### src/rtl/score_hex_display.sv
// Binary-to-BCD score display driver: sequential shift-add-3 conversion, saturation, blink, blank.
// Optional leading-zero blanking enabled by defining SCORE_HEX_DISPLAY_LZB_EN.
module score_hex_display #(
    parameter int NUM_DIGITS = 4,
    parameter int VALUE_W    = 14,
    parameter int BLINK_DIV  = 25000000
) (
    input  logic                      CLOCK_50,
    input  logic                      resetn,
    input  logic [VALUE_W-1:0]        value,
    input  logic                      load,
    input  logic                      blink_en,
    input  logic                      blank,
    output logic                      busy,
    output logic                      done,
    output logic                      overflow,
    output logic [7*NUM_DIGITS-1:0]   hex_out
);

    localparam int BcdW   = 4 * NUM_DIGITS;
    localparam int CntW   = $clog2(VALUE_W + 1);
    localparam int BlinkW = $clog2(BLINK_DIV);
    localparam logic [VALUE_W-1:0] MaxVal = VALUE_W'(10 ** NUM_DIGITS - 1);

    typedef enum logic [1:0] {StIdle, StConv, StUpdate} state_e;

    state_e                 state_q, state_d;
    logic [VALUE_W-1:0]     bin_q, bin_d;
    logic [BcdW-1:0]        bcd_q, bcd_d, bcd_adj;
    logic [CntW-1:0]        iter_q, iter_d;
    logic                   ovf_next_q, ovf_next_d;
    logic [BcdW-1:0]        disp_q, disp_d;
    logic                   ovf_q, ovf_d;
    logic                   done_q, done_d;
    logic [BlinkW-1:0]      blink_cnt_q, blink_cnt_d;
    logic                   blink_off_q, blink_off_d;
    logic [7*NUM_DIGITS-1:0] hex_q, hex_d;
    logic [NUM_DIGITS-1:0]  digit_on;

    function automatic logic [6:0] seg7(input logic [3:0] d);
        case (d)
            4'd0:    seg7 = 7'b1000000;
            4'd1:    seg7 = 7'b1111001;
            4'd2:    seg7 = 7'b0100100;
            4'd3:    seg7 = 7'b0110000;
            4'd4:    seg7 = 7'b0011001;
            4'd5:    seg7 = 7'b0010010;
            4'd6:    seg7 = 7'b0000010;
            4'd7:    seg7 = 7'b1111000;
            4'd8:    seg7 = 7'b0000000;
            4'd9:    seg7 = 7'b0010000;
            default: seg7 = 7'b1111111;
        endcase
    endfunction

    always_comb begin
        bcd_adj = bcd_q;
        for (int i = 0; i < NUM_DIGITS; i++) begin
            if (bcd_q[4*i +: 4] >= 4'd5) begin
                bcd_adj[4*i +: 4] = bcd_q[4*i +: 4] + 4'd3;
            end
        end
    end

    always_comb begin
        state_d    = state_q;
        bin_d      = bin_q;
        bcd_d      = bcd_q;
        iter_d     = iter_q;
        ovf_next_d = ovf_next_q;
        disp_d     = disp_q;
        ovf_d      = ovf_q;
        done_d     = 1'b0;
        unique case (state_q)
            StIdle: begin
                if (load) begin
                    bin_d      = value;
                    bcd_d      = '0;
                    iter_d     = CntW'(VALUE_W);
                    ovf_next_d = (value > MaxVal);
                    state_d    = StConv;
                end
            end
            StConv: begin
                // Bits shifted out of the top BCD nibble are dropped; saturation covers that case.
                {bcd_d, bin_d} = {bcd_adj, bin_q} << 1;
                iter_d = iter_q - CntW'(1);
                if (iter_q == CntW'(1)) begin
                    state_d = StUpdate;
                end
            end
            StUpdate: begin
                disp_d  = ovf_next_q ? {NUM_DIGITS{4'd9}} : bcd_q;
                ovf_d   = ovf_next_q;
                done_d  = 1'b1;
                state_d = StIdle;
            end
            default: state_d = StIdle;
        endcase
    end

    always_comb begin
        blink_cnt_d = blink_cnt_q;
        blink_off_d = blink_off_q;
        if (!blink_en) begin
            blink_cnt_d = '0;
            blink_off_d = 1'b0;
        end else if (blink_cnt_q == BlinkW'(BLINK_DIV - 1)) begin
            blink_cnt_d = '0;
            blink_off_d = ~blink_off_q;
        end else begin
            blink_cnt_d = blink_cnt_q + BlinkW'(1);
        end
    end

`ifdef SCORE_HEX_DISPLAY_LZB_EN
    always_comb begin : lzb
        logic seen;
        seen     = 1'b0;
        digit_on = '0;
        for (int i = NUM_DIGITS - 1; i >= 0; i--) begin
            seen        = seen | (disp_q[4*i +: 4] != 4'd0) | (i == 0);
            digit_on[i] = seen;
        end
    end
`else
    assign digit_on = '1;
`endif

    always_comb begin
        hex_d = '1;
        for (int i = 0; i < NUM_DIGITS; i++) begin
            // blink_en gating makes dropping blink visible on the very next cycle.
            if (!blank && !(blink_en && blink_off_q) && digit_on[i]) begin
                hex_d[7*i +: 7] = seg7(disp_q[4*i +: 4]);
            end
        end
    end

    always_ff @(posedge CLOCK_50 or negedge resetn) begin
        if (!resetn) begin
            state_q     <= StIdle;
            bin_q       <= '0;
            bcd_q       <= '0;
            iter_q      <= '0;
            ovf_next_q  <= 1'b0;
            disp_q      <= '0;
            ovf_q       <= 1'b0;
            done_q      <= 1'b0;
            blink_cnt_q <= '0;
            blink_off_q <= 1'b0;
            hex_q       <= '1;
        end else begin
            state_q     <= state_d;
            bin_q       <= bin_d;
            bcd_q       <= bcd_d;
            iter_q      <= iter_d;
            ovf_next_q  <= ovf_next_d;
            disp_q      <= disp_d;
            ovf_q       <= ovf_d;
            done_q      <= done_d;
            blink_cnt_q <= blink_cnt_d;
            blink_off_q <= blink_off_d;
            hex_q       <= hex_d;
        end
    end

    assign busy     = (state_q != StIdle);
    assign done     = done_q;
    assign overflow = ovf_q;
    assign hex_out  = hex_q;

endmodule
### config.mk
export PLATFORM = sky130hd
export DESIGN_NAME = score_hex_display
export DESIGN_NICKNAME = d
export VERILOG_FILES = /design/src/rtl/score_hex_display.sv
export SDC_FILE = /design/constraint.sdc
export NUM_CORES = 1
export LEC_CHECK = 0
export CELL_PAD_IN_SITES_DETAIL_PLACEMENT = 0
export CELL_PAD_IN_SITES_GLOBAL_PLACEMENT = 1
export CORE_MARGIN = 4
export CORE_UTILIZATION = 28
export CTS_CLUSTER_SIZE = 16
export DETAILED_ROUTE_END_ITERATION = 8
export DONT_BUFFER_PORTS = 1
export GPL_TIMING_DRIVEN = 0
export PLACE_DENSITY_LB_ADDON = 0.1
export RECOVER_POWER = 25
export REMOVE_ABC_BUFFERS = 1
export SLEW_MARGIN = 20
export SYNTH_ARGS = -nofsm -noshare
export SYNTH_HDL_FRONTEND = slang
export SYNTH_SLANG_ARGS = --single-unit
### constraint.sdc
create_clock -name CLOCK_50 -period 4.6 [get_ports CLOCK_50]
set_clock_uncertainty 0.2 [all_clocks]
set_input_delay 1.38 -clock CLOCK_50 [delete_from_list [all_inputs] [get_ports CLOCK_50]]
set_output_delay 1.38 -clock CLOCK_50 [all_outputs]
set_load 0.01 [all_outputs]
==> impl_metrics.py, run 1 <==
metrics = {
    "sta": {
        "timing.fmax_ghz": 0.370,
        "hold_viol_final": 0,
        "period_share_pct": 58.7,
        "fin_ws_ns": 1.90,
        "post-route-min-period_ns": 2.70,
        "setup_viol": 0,
        "relSlewSlack_pct": 41.0,
        "rsz0062_at_grt": "false",
        "worst_pin_slew_ns": 0.883,
        "final_max_slew_viol_count": 0,
        "tns_ns": 0,
    },
    "floorplanning": {
        "ioPinCount": 50,
        "rows": 51,
        "die_w_um": 149,
        "dieArea_mm2": 0.0221,
        "die_h_um": 149,
        "initial_core_util_pct": 28.5,
        "coreArea_mm2": 0.0195,
    },
    "critical_path": {
        "critPathKind": "flip-flop to primary output",
        "required_ns": 3.02,
        "cp_cell_sequence": "or2_2",
        "slowest_delay_ns": 0.41,
        "cp_max_fo": 5,
        "cp_top_family": "flip-flops",
        "cp-start-kind": "flip-flop",
        "crit_buf_inv": 0,
        "cp.arrival_ns": 1.12,
        "end_kind": "primary output",
        "critPathSlowestCell": "dfrtp_1",
    },
    "global_route": {
        "antenna_found_initial": 0,
        "gr-total-overflow": 0,
        "grt_max_degree": 110,
        "grt_use_total_pct": 11.4,
        "grt_pass1_vias": 3965,
        "grt_pass1_wl_um": 20600,
    },
    "routing": {
        "wire_per_inst_um": 14.4,
        "first_iter_violations": 260,
        "wirelength_um": 12100,
        "final_antenna_net_count": 0,
        "vias_per_cell": 4.75,
        "drc": 0,
        "dr.pass1.iters": 4,
        "vias": 3987,
    },
    "clock_network": {
        "cts_tree": "done",
        "cts-root-buf": "clkbuf_16",
        "cts-hold-fix-buffers": 0,
        "cts_made_buffers": 9,
        "cts-resized-gates": 0,
        "clock_path_buffers": 2,
        "cts_sinks": 109,
        "cts_max_level": 3,
        "clk_latency_ns": 0.35,
        "clkSlewWorstSetupHoldPaths_ns": 0.07,
        "cts_setup_buffers": 0,
    },
    "hold_path": {
        "hold_path_class": "flip-flop to flip-flop",
    },
    "final_layout": {
        "fin_cells": 839,
        "multi_input_comb_area_mm2": 0.00254,
        "n_fill_cell": 2014,
        "finalNetCount": 619,
        "area_growth_pct": 9.98,
        "diodes": 0,
        "drive_above_1_share_pct": 11.5,
        "seq_area_mm2": 0.00276,
    },
    "yosys": {
        "synthArstFlopShare_pct": 100,
        "netlist_top_cells_area": "dfrtp_1 37%, dfstp_2 13%, ha_1 7.0%, o21ai_0 4.5%, nand2_1 4.3%",
        "yosys_warnings": 0,
        "synth.avg_cell_area_um2": 9.41,
        "ys_seq_elements": 109,
        "synthCells": 589,
        "synth_top_area_share_pct": 36.6,
        "yosysTopAreaCell": "dfrtp_1",
        "synth_edf_count": 0,
        "ys.flop_type": "dfrtp_1",
        "synth-seq-area-share_pct": 49.8,
        "syn-cell-area_mm2": 0.00554,
        "yosysUniqueCellTypes": 49,
    },
    "place": {
        "dpl.hpwl_um": 7930,
        "gp_congestion": 0.711,
        "dp_slack_ns": 1.52,
        "dp.cells": 823,
        "io_buffers": 0,
    },
    "pwr": {
        "ir_drop_mv": 0.394,
        "p_leak_nw": 2.52,
        "power.total_mw": 3.66,
        "powerDensity_mw_per_mm2": 600,
    },
    "status": {
        "status": "finished, final reports clean",
    },
    "job": {
        "cap_violations": 0,
    },
}
## report_power, final
part	total, mW	internal (mW)	switching, mW
combinational	1.16	0.507	0.655
clock	0.807	0.453	0.354
sequential	1.69	1.34	0.347
total	3.66	2.30	1.35
## Yosys cell counts (5+ instances only)
| master | number |
|---|---|
| nand4_1 | 7 |
| inv_1 | 30 |
| dfrtp_1 | 81 |
| o22ai_1 | 8 |
| a31oi_1 | 12 |
| nand3_1 | 26 |
| o31ai_1 | 15 |
| nor2_1 | 58 |
| ha_1 | 31 |
| xor2_1 | 8 |
| nor4_1 | 7 |
| dfstp_2 | 28 |
| nand2b_1 | 23 |
| or2_2 | 5 |
| nand2_1 | 64 |
| nor3_1 | 5 |
| o21ai_0 | 50 |
| xnor2_1 | 13 |
| or3_1 | 5 |
| clkbuf_1 | 27 |
| a21oi_1 | 39 |
## metrics by stage
step	hold WS (ns)	area [um^2]	util [%]
2_1_floorplan	0.248	5410	-
3_3_place_gp	0.267	5740	29.5
3_5_place_dp	0.272	5790	29.8
4_1_cts	0.287	6100	31.3
5_1_grt	0.315	6100	31.3
6_report	0.283	6100	31.3
## routing by layer
metal  share of wire, %  wire [um]  global-route usage, %  up-vias
li1                   -          -                      -     1992
met1                 51       6200                   16.6     1922
met2                 43       5170                   16.4       61
met3                4.4        530                   2.47       12
met4                1.7        204                   4.57        0
met5                  0          0                      0        -
## cells in the final DEF, fill, tap and decap left out, drive strengths merged, types with 3 or more instances in the layout
cell type and instances:
a21oi 40, nand3 26, clkbuf 13, o22ai 8
o31ai 15, mux2 4, dfrtp 81, nor3 5
nand2 64, nand4 8, nand2b 23, or3 7
ha 31, or4 6, inv 30, dfstp 28
xor2 8, nor4 7, a31oi 12, nor2 58
or2 5, and4 3, a32o 4, and3 3
o21ai 51, xnor2 13
## final timing paths
check / slack (ns) / depth (start not counted) / startpoint / endpoint
max: 1.90 / 1 / state_q[0] / busy
min: 0.28 / 2 / bin_q[13] / bcd_q[0]
max reg2reg: 2.01 / 4 / blink_cnt_q[15] / blink_cnt_q[2]
min reg2reg: 0.28 / 2 / bin_q[13] / bcd_q[0]
max in group asynchronous: 3.40 / 0 / resetn / hex_out[11]
min in group asynchronous: 0.54 / 0 / resetn / bin_q[8]
## final cells by class
type / instances / area share, %
Clock buffer: 13 / 4.27
Inverter: 30 / 1.85
Tap cell: 265 / 5.44
Multi-Input combinational cell: 417 / 41.7
Sequential cell: 109 / 45.3
Timing Repair Buffer: 2 / 0.636
Clock inverter: 3 / 0.739
## state kept, by name, summed over array words and instances (netlist names), 2 cells and up
| name | flops |
|---|---|
| bcd_q | 16 |
| bin_q | 14 |
| blink_cnt_q | 25 |
| disp_q | 16 |
| hex_out | 28 |
| iter_q | 4 |
| state_q | 2 |
## logic make-up after synthesis
family          count (synthesis)  share of synthesized area, %
mux                             5                         0.993
compound gates                135                          14.2
fa+ha+maj                      31                          7.00
flops                         109                          49.8
simple gates                  225                          20.2
xor+xnor                       21                          3.32
buf+inv                        63                          4.45
Note: power is estimated with default switching activity, not from simulation.
==> run 2, diff against run 1 <==
- clock period: 4.6 -> 2.7 ns (I/O delays scaled with it)
==> impl_metrics.py, run 2 (synthesis gave the netlist of run 1 again) <==
metrics = {
    "sta": {
        "tns_ns": 0,
        "relSlewSlack_pct": 41.1,
        "rsz0062_at_grt": "false",
        "setup_viol": 0,
        "period_share_pct": 95.6,
        "final_max_slew_viol_count": 0,
        "hold_viol_final": 81,
        "timing.fmax_ghz": 0.388,
        "hold_ws_ns": -0.0328,
        "worst_pin_slew_ns": 0.882,
        "post-route-min-period_ns": 2.58,
    },
    "place": {
        "gp_congestion": 0.711,
        "dpl.hpwl_um": 7930,
        "io_buffers": 0,
        "placed_cell_area_mm2": 0.00579,
    },
    "critical_path": {
        "required_ns": 2.71,
        "cp.arrival_ns": 2.59,
        "critPathKind": "flip-flop to flip-flop",
        "end_kind": "flip-flop",
        "cp-start-kind": "flip-flop",
        "cp_max_fo": 25,
    },
    "routing": {
        "wirelength_um": 12100,
        "first_iter_violations": 272,
        "drc": 0,
        "wire_per_inst_um": 14.4,
        "dr.pass1.iters": 4,
        "final_antenna_net_count": 0,
        "vias": 3995,
        "vias_per_cell": 4.76,
    },
    "final_layout": {
        "drive_above_1_share_pct": 11.5,
        "diodes": 0,
        "layout_common_cells": "81 x dfrtp_1, 64 x nand2_1, 57 x nor2_1",
        "area_growth_pct": 9.98,
        "largest_register_ff_count": 28,
        "finalNetCount": 619,
        "final_common_cell": "dfrtp_1",
        "fin_area_mm2": 0.00610,
    },
    "pwr": {
        "ir_drop_mv": 0.671,
        "p_leak_nw": 2.52,
        "powerDensity_mw_per_mm2": 1020,
    },
    "clock_network": {
        "cts_made_buffers": 9,
        "clock_path_buffers": 2,
        "clkSlewWorstSetupHoldPaths_ns": 0.07,
        "clk_latency_ns": 0.35,
        "cts_sinks": 109,
        "cts-root-buf": "clkbuf_16",
        "cts_max_level": 3,
        "cts_tree": "done",
        "cts-resized-gates": 0,
    },
    "job": {
        "cap_violations": 0,
    },
    "global_route": {
        "grt_use_total_pct": 11.4,
        "grt_max_degree": 110,
        "gr-total-overflow": 0,
        "antenna_found_initial": 0,
        "grt_pass1_wl_um": 20600,
        "grt_pass1_vias": 3965,
    },
    "floorplanning": {
        "initial_core_util_pct": 28.5,
        "die_w_um": 149,
        "ioPinCount": 50,
        "rows": 51,
        "die_h_um": 149,
        "coreArea_mm2": 0.0195,
        "dieArea_mm2": 0.0221,
    },
    "hold_path": {
        "hold_path_class": "primary input to async pin",
    },
    "status": {
        "violations": "negative hold slack",
        "status": "complete, but fails checks",
    },
}
==> run 2: cell counts in the layout (fill, tap and decap cells not counted) <==
Identical to the previous run, type by type.
==> run 2: power by group <==
group / internal [mW] / switching (mW) / total, mW / leakage (nW)
logic: 0.864 / 1.12 / 1.98 / 1.06
registers: 2.28 / 0.591 / 2.88 / 1.32
clock network: 0.772 / 0.601 / 1.37 / 0.142
==> run 2: path summary, 6_finish.rpt <==
kind,startpoint,to,slack (ns),depth (start not counted)
max,blink_cnt_q[15],blink_cnt_q[2],0.12,4
min,resetn,bin_q[8],-0.03,0
max reg2reg,blink_cnt_q[15],blink_cnt_q[2],0.12,4
min reg2reg,bin_q[13],bcd_q[0],0.28,2
max in group asynchronous,resetn,hex_out[11],2.07,0
min in group CLOCK_50,bin_q[13],bcd_q[0],0.28,2
==> run 2: through the flow <==
step / setup WS, ns / cells / total power, mW / utilization (%) / hold slack, ns
after global routing: 0.0112 / 839 / 6.81 / 31.3 / -0.0733
after floorplan: 0.412 / 556 / 4.33 / - / 0.248
after detailed placement: 0.0862 / 823 / 4.92 / 29.8 / 0.272
final: 0.120 / 839 / 6.23 / 31.3 / -0.0328
after CTS: 0.0818 / 839 / 6.35 / 31.3 / -0.0664
after global placement: -0.363 / 821 / 4.85 / 29.5 / 0.267
==> run 2: repair_timing <==
action                                 4_1_cts  5_1_grt
endpoints found under the hold margin       81       81
setup endpoints to repair                    0        8
buffers inserted                             0        0
==> run 2: critical path, stage by stage (launching register included) <==
cell and delay [ns]:
dfrtp_1 0.43, or4_1 0.53, or4_4 0.54, o21ai_4 0.61, nor2_1 0.12
==> run 2: final cells by class <==
cell class,count,area (um^2)
flip-flops and latches,109,2760
repair buffers,2,38.8
fillers,2014,13400
multi-input cells,417,2540
inverters,30,113
clock inverters,3,45.0
clock buffers,13,260
well taps,265,332
==> run 2: routing by layer <==
metal | up-vias | GRT usage (%) | routed length, um
li1 | 1993 | - | -
met5 | - | 0 | 0
met1 | 1931 | 16.6 | 6260
met2 | 58 | 16.4 | 5150
met4 | 0 | 4.57 | 204
met3 | 13 | 2.47 | 500
